==> src/rtl/shift_pkg.sv <==
//------------------------------------------------------------------------------
// Module  : shift_pkg
// Purpose : Shared constants and FSM state type for the shift_extractor slice.
// Rev     : 1.0  initial release
//------------------------------------------------------------------------------
`default_nettype none

package shift_pkg;

  localparam int DEF_WORD_W = 32;
  localparam int DEF_IDX_W  = 7;

  typedef enum logic [2:0] {
    IDLE   = 3'd0,
    PRIME  = 3'd1,
    STREAM = 3'd2,
    FLUSH  = 3'd3,
    DRAIN  = 3'd4
  } state_t;

endpackage

`default_nettype wire

==> src/rtl/window_extract.sv <==
//------------------------------------------------------------------------------
// Module  : window_extract
// Purpose : Returns the WORD_W-bit slice of a 2*WORD_W window at a bit offset.
// Rev     : 1.0  initial release
//------------------------------------------------------------------------------
`default_nettype none

module window_extract #(
  parameter int WORD_W = 32,
  parameter int IDX_W  = 7
) (
  input  logic [2*WORD_W-1:0] i_window,
  input  logic [IDX_W-1:0]    i_offset,
  output logic [WORD_W-1:0]   o_slice
);

  // Upper half of the shifted window is never part of the result.
  logic [WORD_W-1:0] w_unused_hi;

  assign {w_unused_hi, o_slice} = i_window >> i_offset;

endmodule

`default_nettype wire

==> src/rtl/shift_extractor.sv <==
//------------------------------------------------------------------------------
// Module  : shift_extractor
// Purpose : Streaming realigner emitting words taken at a fixed bit offset
//           from the concatenated input word stream.
// Rev     : 1.0  initial release
//------------------------------------------------------------------------------
`default_nettype none

module shift_extractor
  import shift_pkg::*;
#(
  parameter int WORD_W = DEF_WORD_W,
  parameter int IDX_W  = DEF_IDX_W
) (
  input  logic              clk,
  input  logic              rst,
  input  logic              i_start,
  input  logic [IDX_W-1:0]  i_shift_index,
  output logic              o_err,
  output logic              o_busy,
  input  logic [WORD_W-1:0] i_in_data,
  input  logic              i_in_valid,
  input  logic              i_in_last,
  output logic              o_in_ready,
  output logic [WORD_W-1:0] o_out_data,
  output logic              o_out_valid,
  output logic              o_out_last,
  input  logic              i_out_ready
);

  localparam logic [IDX_W-1:0] C_IDX_LIMIT = IDX_W'(WORD_W);

  state_t              r_state;
  state_t              w_state_nxt;
  logic [IDX_W-1:0]    r_shift;
  logic [WORD_W-1:0]   r_hold;
  logic [WORD_W-1:0]   r_out_data;
  logic                r_out_valid;
  logic                r_out_last;
  logic                r_err;

  logic                w_in_ready;
  logic                w_in_fire;
  logic                w_out_free;
  logic                w_out_accept;
  logic                w_load;
  logic                w_start_ok;
  logic                w_start_bad;
  logic [2*WORD_W-1:0] w_window;
  logic [WORD_W-1:0]   w_slice;

  assign w_out_accept = r_out_valid && i_out_ready;
  assign w_out_free   = !r_out_valid || i_out_ready;
  assign w_in_fire    = i_in_valid && w_in_ready;
  assign w_start_ok   = (r_state == IDLE) && i_start && (i_shift_index < C_IDX_LIMIT);
  assign w_start_bad  = (r_state == IDLE) && i_start && (i_shift_index >= C_IDX_LIMIT);

  // Output register reloads from a new input in STREAM or from the
  // zero-filled final window in FLUSH.
  assign w_load = ((r_state == STREAM) && w_in_fire) ||
                  ((r_state == FLUSH) && w_out_free);

  assign w_window = (r_state == FLUSH) ? {{WORD_W{1'b0}}, r_hold}
                                       : {i_in_data, r_hold};

  window_extract #(
    .WORD_W (WORD_W),
    .IDX_W  (IDX_W)
  ) u_window_extract (
    .i_window (w_window),
    .i_offset (r_shift),
    .o_slice  (w_slice)
  );

  always_ff @(posedge clk or posedge rst) begin
    if (rst) begin
      r_state <= IDLE;
    end else begin
      r_state <= w_state_nxt;
    end
  end

  always_comb begin
    w_state_nxt = r_state;
    w_in_ready  = 1'b0;
    case (r_state)
      IDLE: begin
        if (w_start_ok) w_state_nxt = PRIME;
      end
      PRIME: begin
        w_in_ready = 1'b1;
        if (i_in_valid) w_state_nxt = i_in_last ? FLUSH : STREAM;
      end
      STREAM: begin
        w_in_ready = w_out_free;
        if (i_in_valid && w_out_free && i_in_last) w_state_nxt = FLUSH;
      end
      FLUSH: begin
        if (w_out_free) w_state_nxt = DRAIN;
      end
      DRAIN: begin
        if (w_out_accept && r_out_last) w_state_nxt = IDLE;
      end
      default: w_state_nxt = IDLE;
    endcase
  end

  always_ff @(posedge clk or posedge rst) begin
    if (rst) begin
      r_shift <= '0;
      r_hold  <= '0;
      r_err   <= 1'b0;
    end else begin
      r_err <= w_start_bad;
      if (w_start_ok) r_shift <= i_shift_index;
      if (w_in_fire)  r_hold  <= i_in_data;
    end
  end

  always_ff @(posedge clk or posedge rst) begin
    if (rst) begin
      r_out_data  <= '0;
      r_out_valid <= 1'b0;
      r_out_last  <= 1'b0;
    end else if (w_load) begin
      r_out_data  <= w_slice;
      r_out_valid <= 1'b1;
      r_out_last  <= (r_state == FLUSH);
    end else if (w_out_accept) begin
      r_out_valid <= 1'b0;
      r_out_last  <= 1'b0;
    end
  end

  assign o_err       = r_err;
  assign o_busy      = (r_state != IDLE);
  assign o_in_ready  = w_in_ready;
  assign o_out_data  = r_out_data;
  assign o_out_valid = r_out_valid;
  assign o_out_last  = r_out_last;

endmodule

`default_nettype wire
==> config.mk <==
export PLATFORM = sky130hd
export DESIGN_NAME = shift_extractor
export DESIGN_NICKNAME = d
export VERILOG_FILES = /design/src/rtl/shift_pkg.sv /design/src/rtl/window_extract.sv /design/src/rtl/shift_extractor.sv
export SDC_FILE = /design/constraint.sdc
export NUM_CORES = 1
export LEC_CHECK = 0
export BUFFER_PORTS_ARGS = -buffer_cell sky130_fd_sc_hd__buf_2
export CAP_MARGIN = 10
export CORE_MARGIN = 1
export CORE_UTILIZATION = 40
export CTS_CLUSTER_DIAMETER = 100
export DETAILED_ROUTE_END_ITERATION = 16
export SETUP_SLACK_MARGIN = 0.15
export SLEW_MARGIN = 30
export SYNTH_ARGS = -nofsm -noshare
export SYNTH_HDL_FRONTEND = slang
export SYNTH_HIERARCHICAL = 1
export SYNTH_SLANG_ARGS = --single-unit
==> constraint.sdc <==
create_clock -name clk -period 2.7 [get_ports clk]
set_clock_uncertainty 0.2 [all_clocks]
set_input_delay 0.27 -clock clk [delete_from_list [all_inputs] [get_ports clk]]
set_output_delay 0.27 -clock clk [all_outputs]
set_load 0.05 [all_outputs]
==> impl_metrics.sql, run 1 <==
INSERT INTO impl_metrics (metric_group, metric, value, unit) VALUES
('outcome', 'outcome', 'finished with violations', ''),
('outcome', 'violations', 'setup timing', ''),
('job', 'cap_violations', '0', ''),
('synth', 'synth.distinct_cells', '73', ''),
('placed_design', 'gpl.final_weighted_congestion', '1.000', ''),
('timing', 'tightestPinTransition', '755.2', 'ps'),
('timing', 'grt_setup_unrepaired', 'true', ''),
('detailed_routing', 'drt_drc_violations_left', '0', ''),
('final_layout', 'post-route-util', '0.5505', ''),
('hold_path', 'hold-path-endpoint', 'r_hold[5]', ''),
('timing', 'timing.final.hold_violations', '0', ''),
('timing', 'maxSlewHeadroom', '0.4938', ''),
('synth', 'area_contributors_post_synth', 'dfrtp_1 23%, mux4_2 15%, mux2_2 8.9%', ''),
('floorplan', 'dieHeight', '145.7', 'um'),
('clock_network', 'clk_latency_worst_skew_pair', '360', 'ps'),
('global_routing', 'via_count_of_the_first_global_routing_pass', '7576', ''),
('setup_path', 'critical_path.startpoint_type', 'flip-flop', ''),
('global_routing', 'number_of_antenna_violations_at_the_first_check_in_global_routing', '0', ''),
('timing', 'post-route-worst-setup-slack', '-407.5', 'ps'),
('synth', 'synth_edf_count', '0', ''),
('synth', 'cell_accounting_for_the_most_synthesized_area', 'dfrtp_1', ''),
('global_routing', 'global_route.usage.total', '0.2813', ''),
('setup_path', 'timing.critical_path.required', '2740', 'ps'),
('detailed_routing', 'detail_route.vias_per_cell', '6.223', ''),
('clock_network', 'clock_tree_from_tritoncts', 'yes', ''),
('global_routing', 'largest_net_degree_at_the_start_of_global_routing', '51', ''),
('setup_path', 'cp-end-kind', 'flip-flop', ''),
('setup_path', 'cp_slowest_cell', 'mux4_2', ''),
('final_layout', 'layout.cells.most_common', 'buf_4', ''),
('detailed_routing', 'routed_wl', '29.30', 'mm'),
('synth', 'synthesis.yosys.warnings', '6', ''),
('setup_path', 'timing.critical_path.buf_inv', '3', ''),
('global_routing', 'grt_remaining_overflow', '0', ''),
('timing', 'min_period_over_period', '1.151', ''),
('setup_path', 'critical_path_arrival', '3140', 'ps'),
('final_layout', 'most_frequent_cells_in_the_layout', '133 x buf_4, 81 x buf_2, 71 x dfrtp_1', ''),
('hold_path', 'worstHoldStart', 'i_in_data[5]', ''),
('floorplan', 'core-area', '20230', 'um2'),
('synth', 'synth_seq_area_share', '0.2332', ''),
('timing', 'fmax', '0.3218', 'GHz'),
('clock_network', 'clock_path_buffers', '2', ''),
('clock_network', 'worst_setup_hold_path_clk_slew', '60', 'ps'),
('synth', 'syn_area', '8263', 'um2'),
('setup_path', 'crit_path_frequent_cell', 'buf_12', ''),
('placed_design', 'place.detailed.hpwl', '21.96', 'mm'),
('detailed_routing', 'drt_first_pass_iters', '6', ''),
('detailed_routing', 'antenna_left', '0', ''),
('setup_path', 'crit_path_max_incr_delay', '490', 'ps'),
('final_layout', 'finish.net_count', '1014', ''),
('hold_path', 'number_of_cells_on_the_worst_hold_path', '2', ''),
('global_routing', 'grt_pass1_wl', '45.55', 'mm'),
('setup_path', 'crit_path_cell_trace', 'nor2b_4 -> buf_12 -> buf_12 -> nand2_8 -> and2_4 -> mux4_2 -> a222oi_1 -> buf_4 -> nand2_1 -> a32oi_1 -> o21ai_1 -> mux2_4', ''),
('timing', 'setup_viol_count_final', '32', ''),
('synth', 'postSynthRegisterBits', '77', ''),
('setup_path', 'capturing_point_of_the_worst_reg2reg_path', 'o_out_data[24]', ''),
('detailed_routing', 'vias', '7741', ''),
('clock_network', 'cts_inserted_buffers', '9', ''),
('synth', 'synth_top_area_frac', '0.2332', ''),
('setup_path', 'timing.critical_path.fanout_max', '7', ''),
('synth', 'postSynthCellCount', '748', ''),
('setup_path', 'crit_family', 'multiplexers', ''),
('floorplan', 'placementRows', '52', ''),
('floorplan', 'fp.dieArea', '21240', 'um2'),
('setup_path', 'worstRegToRegCells', '12', ''),
('floorplan', 'io_pins', '82', ''),
('synth', 'synth.net_count', '793', ''),
('clock_network', 'clockRootBuffer', 'clkbuf_16', ''),
('placed_design', 'dp_worst_setup_slack', '-403.4', 'ps'),
('floorplan', 'floorplan.die.width', '145.7', 'um'),
('floorplan', 'floorplan.initialDensity', '0.4084', ''),
('setup_path', 'critical_path_class', 'flip-flop to flip-flop', '');
[per-stage QoR]
step	std cells	hold WS, ps	cell area (um2)	setup TNS, ps
2_1_floorplan	748	218.0	8374	-408.3
3_3_place_gp	1174	180.8	9843	-7455
3_5_place_dp	1174	185.9	9848	-8500
4_1_cts	1240	3.971	10890	-7965
5_1_grt	1244	11.08	11140	-10690
6_report	1244	6.797	11140	-8646
[metal layers]
metal  GRT usage  share of wire
met3     0.05361          0.089
met4     0.09789          0.031
met5           0              0
met2      0.4371           0.46
met1      0.3920           0.42
[worst reg2reg max path, stage by stage (launching register included)]
cell and delay (ps):
dfrtp_2 420, nor2b_4 130, buf_12 140, buf_12 120, nand2_8 70, and2_4 200, mux4_2 490, a222oi_1 310
buf_4 230, nand2_1 60, a32oi_1 210, o21ai_1 130, mux2_4 270
[final cells by class]
type                    instances  area [um2]
repair buffers                276        2177
fillers                      1795        9095
flip-flops and latches         77        1942
clock buffers                  10       229.0
multi-input cells             599        6319
clock inverters                 6       111.4
inverters                       6       23.77
well taps                     270       337.8
[cell families after synthesis]
family	count (synthesis)	synth area share
AOI/OAI and AO/OA	145	0.1225
muxes	246	0.4517
DFF	77	0.2332
buffers and inverters	75	0.06193
and+or+nand+nor	205	0.1307
[registers in the layout, indices dropped and copies added (netlist names)]
name and flops:
o_err 1, o_out_data 32, o_out_last 1, o_out_valid 1, r_hold 32, r_shift 7
r_state 3
[synth_stat cells (4+ instances only)]
master,n
buf_6,15
inv_1,5
mux4_1,20
o21ai_0,24
clkbuf_1,19
nand2_1,56
a2bb2oi_1,5
dfrtp_1,77
a31oi_1,7
nand3_1,12
o221ai_1,6
o22ai_1,8
nor2_1,36
o21ai_1,5
buf_2,14
o211ai_1,15
mux2_4,31
a22oi_1,9
nor3_1,9
and3_1,7
nor2b_1,9
nand2b_1,12
nor3b_1,4
a21oi_1,25
buf_4,12
a211oi_1,5
mux2_2,65
mux2i_1,70
mux4_2,56
o32ai_1,6
and2_1,34
or3_1,6
[worst max-delay path by stage]
stage / cells past startpoint / slack, ps / to / startpoint
2_1_floorplan: 10 / -110 / o_out_data[6] / r_state[2]
3_3_place_gp: 10 / -350 / o_out_data[6] / r_state[2]
3_5_place_dp: 10 / -400 / o_out_data[6] / r_state[2]
4_1_cts: 12 / -300 / o_out_data[10] / r_state[2]
5_1_grt: 12 / -450 / o_out_data[4] / r_state[2]
6_report: 12 / -410 / o_out_data[24] / r_state[2]
[what timing repair did]
action,in CTS,in global routing
hold buffers,38,0
buffers inserted,9,4
endpoints found under the setup margin,32,32
gates cloned,3,0
gates resized for setup,53,50
endpoints found under the hold margin,114,0
pin swaps,34,39
Power of run 1 is not shown: default switching activity piles up to over one toggle a cycle in this logic, so the estimate is an artifact.
==> run 2: changes to the inputs <==
- CELL_PAD_IN_SITES_DETAIL_PLACEMENT: not set -> 1
- CELL_PAD_IN_SITES_GLOBAL_PLACEMENT: not set -> 1
- CTS_CLUSTER_SIZE: not set -> 25
- PLACE_DENSITY_LB_ADDON: not set -> 0.1
==> run 2 against run 1 <==
The run still ends with setup timing left. Largest cell class unchanged. Sequential share of layout area shrank 0.41 points. Via count grew 1.6%. Die area is the same. Critical path depth shrank 1. Register-to-register slack gained 70 ps. Worst hold slack gained 7.5 ps. Final area grew 2.4%. Flip-flop and latch count is the same. Highest routed layer unchanged. Critical endpoint is now o_out_data[21]. Setup slack gained 69 ps.
==> impl_metrics.sql, run 2 (same netlist as run 1, synthesis figures left out) <==
INSERT INTO impl_metrics (metric_group, metric, value, unit) VALUES
('placed_design', 'gpl.final_weighted_congestion', '0.9331', ''),
('setup_path', 'crit_path_cell_trace', 'nor2b_4 -> buf_6 -> nand2_4 -> and2_4 -> mux4_2 -> a222oi_1 -> buf_4 -> mux2i_1 -> a2bb2oi_2 -> a21oi_2 -> mux2_2', ''),
('setup_path', 'timing.critical_path.required', '2750', 'ps'),
('setup_path', 'cp-end-kind', 'flip-flop', ''),
('setup_path', 'crit_family', 'multiplexers', ''),
('clock_network', 'worst_setup_hold_path_clk_slew', '70', 'ps'),
('final_layout', 'drive_above_1_share', '0.5611', ''),
('global_routing', 'grt_remaining_overflow', '0', ''),
('clock_network', 'clk_latency_worst_skew_pair', '360', 'ps'),
('detailed_routing', 'first_iter_violations', '664', ''),
('final_layout', 'postLayoutCellArea', '11410', 'um2'),
('clock_network', 'clockRootBuffer', 'clkbuf_16', ''),
('timing', 'timing.final.hold_violations', '0', ''),
('setup_path', 'crit_path_max_incr_delay', '510', 'ps'),
('final_layout', 'layout.cells.most_common', 'buf_4', ''),
('final_layout', 'areaGrowthSynthToFinish', '38.05', '%'),
('timing', 'maxSlewHeadroom', '0.3415', ''),
('detailed_routing', 'drt_first_pass_iters', '5', ''),
('placed_design', 'io_buffers', '81', ''),
('detailed_routing', 'detail_route.vias_per_cell', '6.203', ''),
('timing', 'min_period_over_period', '1.125', ''),
('clock_network', 'clock_path_buffers', '2', ''),
('hold_path', 'worstHoldStart', 'i_in_data[12]', ''),
('setup_path', 'critical_path_arrival', '3090', 'ps'),
('detailed_routing', 'post_drt_wl_per_cell', '27.20', 'um'),
('timing', 'post-route-worst-setup-slack', '-338.3', 'ps'),
('global_routing', 'number_of_antenna_violations_at_the_first_check_in_global_routing', '0', ''),
('floorplan', 'dieHeight', '145.7', 'um'),
('global_routing', 'via_count_of_the_first_global_routing_pass', '8259', ''),
('setup_path', 'regToRegStartpoint', 'r_state[2]', ''),
('setup_path', 'critical_path.startpoint_type', 'flip-flop', ''),
('setup_path', 'critical_path_class', 'flip-flop to flip-flop', ''),
('floorplan', 'core-area', '20230', 'um2'),
('detailed_routing', 'antenna_left', '0', ''),
('detailed_routing', 'drt_drc_violations_left', '0', ''),
('clock_network', 'cts_inserted_buffers', '9', ''),
('outcome', 'violations', 'setup timing', ''),
('placed_design', 'detailed_place.area', '9911', 'um2'),
('hold_path', 'worstHoldPathType', 'input pin to flip-flop', ''),
('setup_path', 'timing.critical_path.buf_inv', '2', ''),
('setup_path', 'critical_path.startpoint', 'r_state[2]', ''),
('outcome', 'outcome', 'finished with violations', ''),
('timing', 'fmax', '0.3291', 'GHz'),
('global_routing', 'global_route.usage.total', '0.3295', ''),
('timing', 'grt_setup_unrepaired', 'true', ''),
('final_layout', 'most_frequent_cells_in_the_layout', '144 x buf_4, 81 x buf_2, 71 x dfrtp_1', ''),
('placed_design', 'place.detailed.hpwl', '26.31', 'mm'),
('job', 'cap_violations', '0', ''),
('timing', 'tightestPinTransition', '962.8', 'ps'),
('floorplan', 'floorplan.initialDensity', '0.4084', ''),
('setup_path', 'cp_slowest_cell', 'mux4_2', ''),
('clock_network', 'clock_tree_from_tritoncts', 'yes', ''),
('floorplan', 'floorplan.die.width', '145.7', 'um'),
('timing', 'setup_viol_count_final', '32', ''),
('final_layout', 'insertedDiodeCount', '0', ''),
('clock_network', 'tritoncts_num_sinks', '77', ''),
('timing', 'slew_viol_final', '0', ''),
('setup_path', 'timing.critical_path.fanout_max', '7', ''),
('global_routing', 'grt_pass1_wl', '52.18', 'mm'),
('detailed_routing', 'routed_wl', '34.49', 'mm'),
('detailed_routing', 'vias', '7866', ''),
('final_layout', 'finish.net_count', '1038', ''),
('timing', 'period_needed', '3038', 'ps'),
('clock_network', 'ctsHtreeMaxLevel', '3', ''),
('global_routing', 'largest_net_degree_at_the_start_of_global_routing', '46', ''),
('floorplan', 'placementRows', '52', ''),
('floorplan', 'io_pins', '82', ''),
('floorplan', 'fp.dieArea', '21240', 'um2');
run 2: cell types whose count changed in the layout (fill, tap and decap cells not counted), moves of 4 or more:
cell     delta
buf_6      +19
buf_4      +11
mux2_2      -8
mux2_4      +8
buf_12      -5
o21ai_0     -4
run 2: layout make-up:
class                      instances  area (um2)
timing repair buffer             300        2364
clock buffer                       9       225.2
sequential                        77        1942
tap                              270       337.8
inverter                           6       23.77
multi-input combinational        599        6444
clock inverter                     7       71.32
fill                            2142        8827
run 2: worst register-to-register path, cell delays in order (launching register included):
cell and delay (ps):
dfrtp_2 420, nor2b_4 140, buf_6 140, nand2_4 100, and2_4 200, mux4_2 510, a222oi_1 350, buf_4 210
mux2i_1 100, a2bb2oi_2 180, a21oi_2 90, mux2_2 280
run 2: through the flow:
step / util / worst slack, ps / cells / setup TNS (ps) / hold WS (ps)
floorplan: - / -106.4 / 748 / -408.3 / 218.0
global placement: 0.4898 / -558.3 / 1188 / -9729 / 150.7
detailed placement: 0.4898 / -561.9 / 1188 / -10640 / 171.0
CTS: 0.5498 / -335.8 / 1262 / -7843 / 5.293
global route: 0.5638 / -440.1 / 1268 / -10840 / 13.35
finish: 0.5638 / -338.3 / 1268 / -8372 / 14.26
run 2: layer usage:
layer | share of wire | routed length [um] | track usage
met5 | 0 | 0 | 0
met4 | 0.036 | 1249 | 0.1432
met3 | 0.042 | 1458 | 0.03981
met2 | 0.49 | 16780 | 0.5464
met1 | 0.44 | 15010 | 0.4338
run 2: what timing repair did:
| item | 4_1_cts | 5_1_grt |
|---|---|---|
| gates cloned | 3 | 0 |
| hold buffers | 36 | 1 |
| hold endpoints to repair | 67 | 1 |
| endpoints found under the setup margin | 32 | 32 |
| pin swaps | 38 | 24 |
| gates resized for setup | 104 | 50 |
| buffers inserted | 19 | 5 |
run 2: path summary, 6_finish.rpt:
path	to	slack, ps	cells past startpoint
max	o_out_data[21]	-340	11
min	r_hold[12]	10	2
max reg2reg	o_out_data[21]	-340	11
min reg2reg	o_out_data[23]	310	1
max in group asynchronous	r_shift[1]	1260	4
min in group asynchronous	o_out_data[13]	340	3
Power of run 2 is left out for the same reason.
==> run 3: changes to the inputs <==
- ABC_AREA: not set -> 1
- CORE_UTILIZATION: 40 -> 37
- MAX_ROUTING_LAYER: not set -> met4
==> run 3 against run 2 <==
The run ends with hold timing left. Area after synthesis fell by 12%. Routed wire length fell by 9.5%. Final area fell by 21%.
==> impl_metrics.sql, run 3 <==
INSERT INTO impl_metrics (metric_group, metric, value, unit) VALUES
('synth', 'syn_area', '7239', 'um2'),
('setup_path', 'regToRegStartpoint', 'r_state[1]', ''),
('setup_path', 'timing.critical_path.fanout_max', '16', ''),
('detailed_routing', 'antenna_left', '0', ''),
('placed_design', 'dp_worst_setup_slack', '99.84', 'ps'),
('setup_path', 'worstRegToRegCells', '16', ''),
('floorplan', 'core-area', '18960', 'um2'),
('detailed_routing', 'first_iter_violations', '827', ''),
('timing', 'tns', '0', 'ps'),
('clock_network', 'ctsHtreeMaxLevel', '3', ''),
('global_routing', 'grt_remaining_overflow', '0', ''),
('clock_network', 'clockRootBuffer', 'clkbuf_16', ''),
('synth', 'cell_accounting_for_the_most_synthesized_area', 'nand3_1', ''),
('setup_path', 'critical_path_class', 'flip-flop to flip-flop', ''),
('clock_network', 'clock_tree_from_tritoncts', 'yes', ''),
('synth', 'post-synth-top-count-cell', 'nand3_1', ''),
('timing', 'post-route-worst-setup-slack', '226.0', 'ps'),
('detailed_routing', 'drt_first_pass_iters', '5', ''),
('timing', 'hold-worst-slack', '-0.002665', 'ps'),
('detailed_routing', 'drt_drc_violations_left', '0', ''),
('placed_design', 'gpl.final_weighted_congestion', '0.9851', ''),
('outcome', 'outcome', 'finished with violations', ''),
('timing', 'timing.final.hold_violations', '1', ''),
('setup_path', 'critical_path_arrival', '2560', 'ps'),
('timing', 'fmax', '0.4042', 'GHz'),
('synth', 'netlist_top_cells_count', '421 x nand3_1, 374 x nand2_1, 98 x inv_1', ''),
('synth', 'synth-simple-area-share', '0.5171', ''),
('detailed_routing', 'detail_route.vias_per_cell', '5.722', ''),
('final_layout', 'layout.cells.most_common', 'nand2_1', ''),
('synth', 'synth.net_count', '1272', ''),
('detailed_routing', 'post_drt_wl_per_cell', '20.24', 'um'),
('job', 'cap_violations', '0', ''),
('timing', 'min_period_over_period', '0.9163', ''),
('floorplan', 'io_pins', '82', ''),
('floorplan', 'floorplan.die.width', '141.9', 'um'),
('timing', 'maxSlewHeadroom', '0.4877', ''),
('floorplan', 'placementRows', '50', ''),
('clock_network', 'worst_setup_hold_path_clk_slew', '80', 'ps'),
('global_routing', 'number_of_antenna_violations_at_the_first_check_in_global_routing', '1', ''),
('synth', 'postSynthRegisterBits', '77', ''),
('setup_path', 'critical_path.startpoint', 'r_state[1]', ''),
('synth', 'synth.distinct_cells', '29', ''),
('setup_path', 'cp-end-kind', 'flip-flop', ''),
('floorplan', 'fp.dieArea', '20130', 'um2'),
('synth', 'synth_edf_count', '0', ''),
('timing', 'tightestPinTransition', '767.7', 'ps'),
('setup_path', 'timing.critical_path.required', '2790', 'ps'),
('synth', 'postSynthCellCount', '1227', ''),
('synth', 'synth_compound_area_frac', '0.09022', ''),
('global_routing', 'grt_pass1_wl', '47.86', 'mm'),
('detailed_routing', 'routed_wl', '31.21', 'mm'),
('global_routing', 'global_route.usage.total', '0.3214', ''),
('synth', 'synth_top_area_frac', '0.2910', ''),
('synth', 'muxShareOfSynthArea', '0', ''),
('setup_path', 'capturing_point_of_the_worst_reg2reg_path', 'o_out_data[3]', ''),
('final_layout', 'layout.cells.non_filler', '1542', ''),
('final_layout', 'finish.net_count', '1321', ''),
('global_routing', 'largest_net_degree_at_the_start_of_global_routing', '66', ''),
('synth', 'synthesis.yosys.warnings', '6', ''),
('setup_path', 'critical_path.startpoint_type', 'flip-flop', ''),
('floorplan', 'dieHeight', '141.9', 'um'),
('synth', 'post_synth.cell_area_avg', '5.900', 'um2'),
('synth', 'main_combinational_cell_family_by_area_after_synthesis', 'simple AND/OR/NAND/NOR gates', ''),
('synth', 'synth_flop_cell', 'dfrtp_1', ''),
('synth', 'area_contributors_post_synth', 'nand3_1 29%, dfrtp_1 27%, nand2_1 19%', ''),
('clock_network', 'cts_inserted_buffers', '9', ''),
('placed_design', 'place.detailed.hpwl', '22.18', 'mm'),
('synth', 'yosys.area_share.adder', '0', ''),
('setup_path', 'worst-r2r-setup-slack', '230', 'ps'),
('placed_design', 'cell_count_after_placement', '1511', ''),
('final_layout', 'areaGrowthSynthToFinish', '24.99', '%'),
('detailed_routing', 'vias', '8824', ''),
('synth', 'synth_seq_area_share', '0.2662', ''),
('floorplan', 'floorplan.initialDensity', '0.3819', ''),
('synth', 'async_flop_share', '1.000', ''),
('final_layout', 'most_frequent_cells_in_the_layout', '370 x nand2_1, 331 x nand3_1, 95 x inv_1', ''),
('global_routing', 'via_count_of_the_first_global_routing_pass', '8294', ''),
('timing', 'slew_viol_final', '0', ''),
('outcome', 'violations', 'hold timing', ''),
('placed_design', 'io_buffers', '81', ''),
('setup_path', 'worstSetupEndpoint', 'o_out_data[3]', ''),
('timing', 'period_needed', '2474', 'ps'),
('hold_path', 'worstHoldPathType', 'input pin to flip-flop', ''),
('final_layout', 'post-route-util', '0.4774', ''),
('clock_network', 'clock_path_buffers', '2', ''),
('timing', 'grt_setup_unrepaired', 'false', ''),
('clock_network', 'tritoncts_num_sinks', '77', ''),
('synth', 'post_synth_xor_area_fraction', '0', ''),
('timing', 'setup_viol_count_final', '0', ''),
('final_layout', 'drive_above_1_share', '0.2545', ''),
('clock_network', 'clk_latency_worst_skew_pair', '370', 'ps');
-- run 3: kinds of logic after synthesis --
group | Yosys count
DFF | 77
and+or+nand+nor | 847
buffers and inverters | 193
AOI/OAI and AO/OA | 110
-- run 3: worst min path at each step --
stage,from,end,cells past startpoint
after detailed placement,rst,r_hold[2],2
after CTS,i_in_data[21],r_hold[21],3
after global placement,rst,r_hold[2],2
after global routing,i_in_data[22],r_hold[22],3
final,i_in_data[22],r_hold[22],3
after floorplan,i_shift_index[3],r_shift[3],2
-- run 3: layout make-up --
cell class / instances / area (um2)
Multi-Input combinational cell: 957 / 5101
Tap cell: 260 / 325.3
Clock inverter: 7 / 145.1
Inverter: 106 / 410.4
Sequential cell: 77 / 1932
Clock buffer: 9 / 225.2
Antenna cell: 1 / 2.502
Timing Repair Buffer: 125 / 907.1
Fill cell: 2548 / 9907
-- run 3: timing repair --
| item | in CTS | in global routing |
|---|---|---|
| endpoints found under the hold margin | 40 | 0 |
| resized for setup | 11 | 162 |
| cloned | 0 | 2 |
| pin swaps | 0 | 17 |
| endpoints found under the setup margin | 11 | 32 |
| setup buffers | 0 | 2 |
| hold buffers | 10 | 0 |
-- run 3: stage by stage --
stage               hold WS, ps  cell area (um2)
floorplan                 186.6             7239
global placement          161.2             7838
detailed placement        197.7             7838
CTS                       2.703             8338
global route              9.453             9049
finish                -0.002665             9049
-- run 3: critical path, stage by stage, from the launching register on --
cell and delay (ps):
dfrtp_1 390, inv_2 80, nor2_2 50, nand2_2 120
inv_4 70, buf_12 160, nor2_2 130, nand2_1 110
nand3_1 120, nand3_1 110, nand3_1 100, nand2_1 120
nand2_1 80, nand3_1 110, a21oi_2 220, inv_1 70
o21ai_1 130
-- run 3: routing by layer --
layer / vias up / GRT usage / wire length (um)
li1: 4169 / - / -
met1: 4294 / 0.4411 / 14220
met2: 306 / 0.4892 / 14290
met3: 55 / 0.05265 / 1959
met4: 0 / 0.08319 / 731
met5: - / - / 0
Power of run 3 is left out for the same reason.
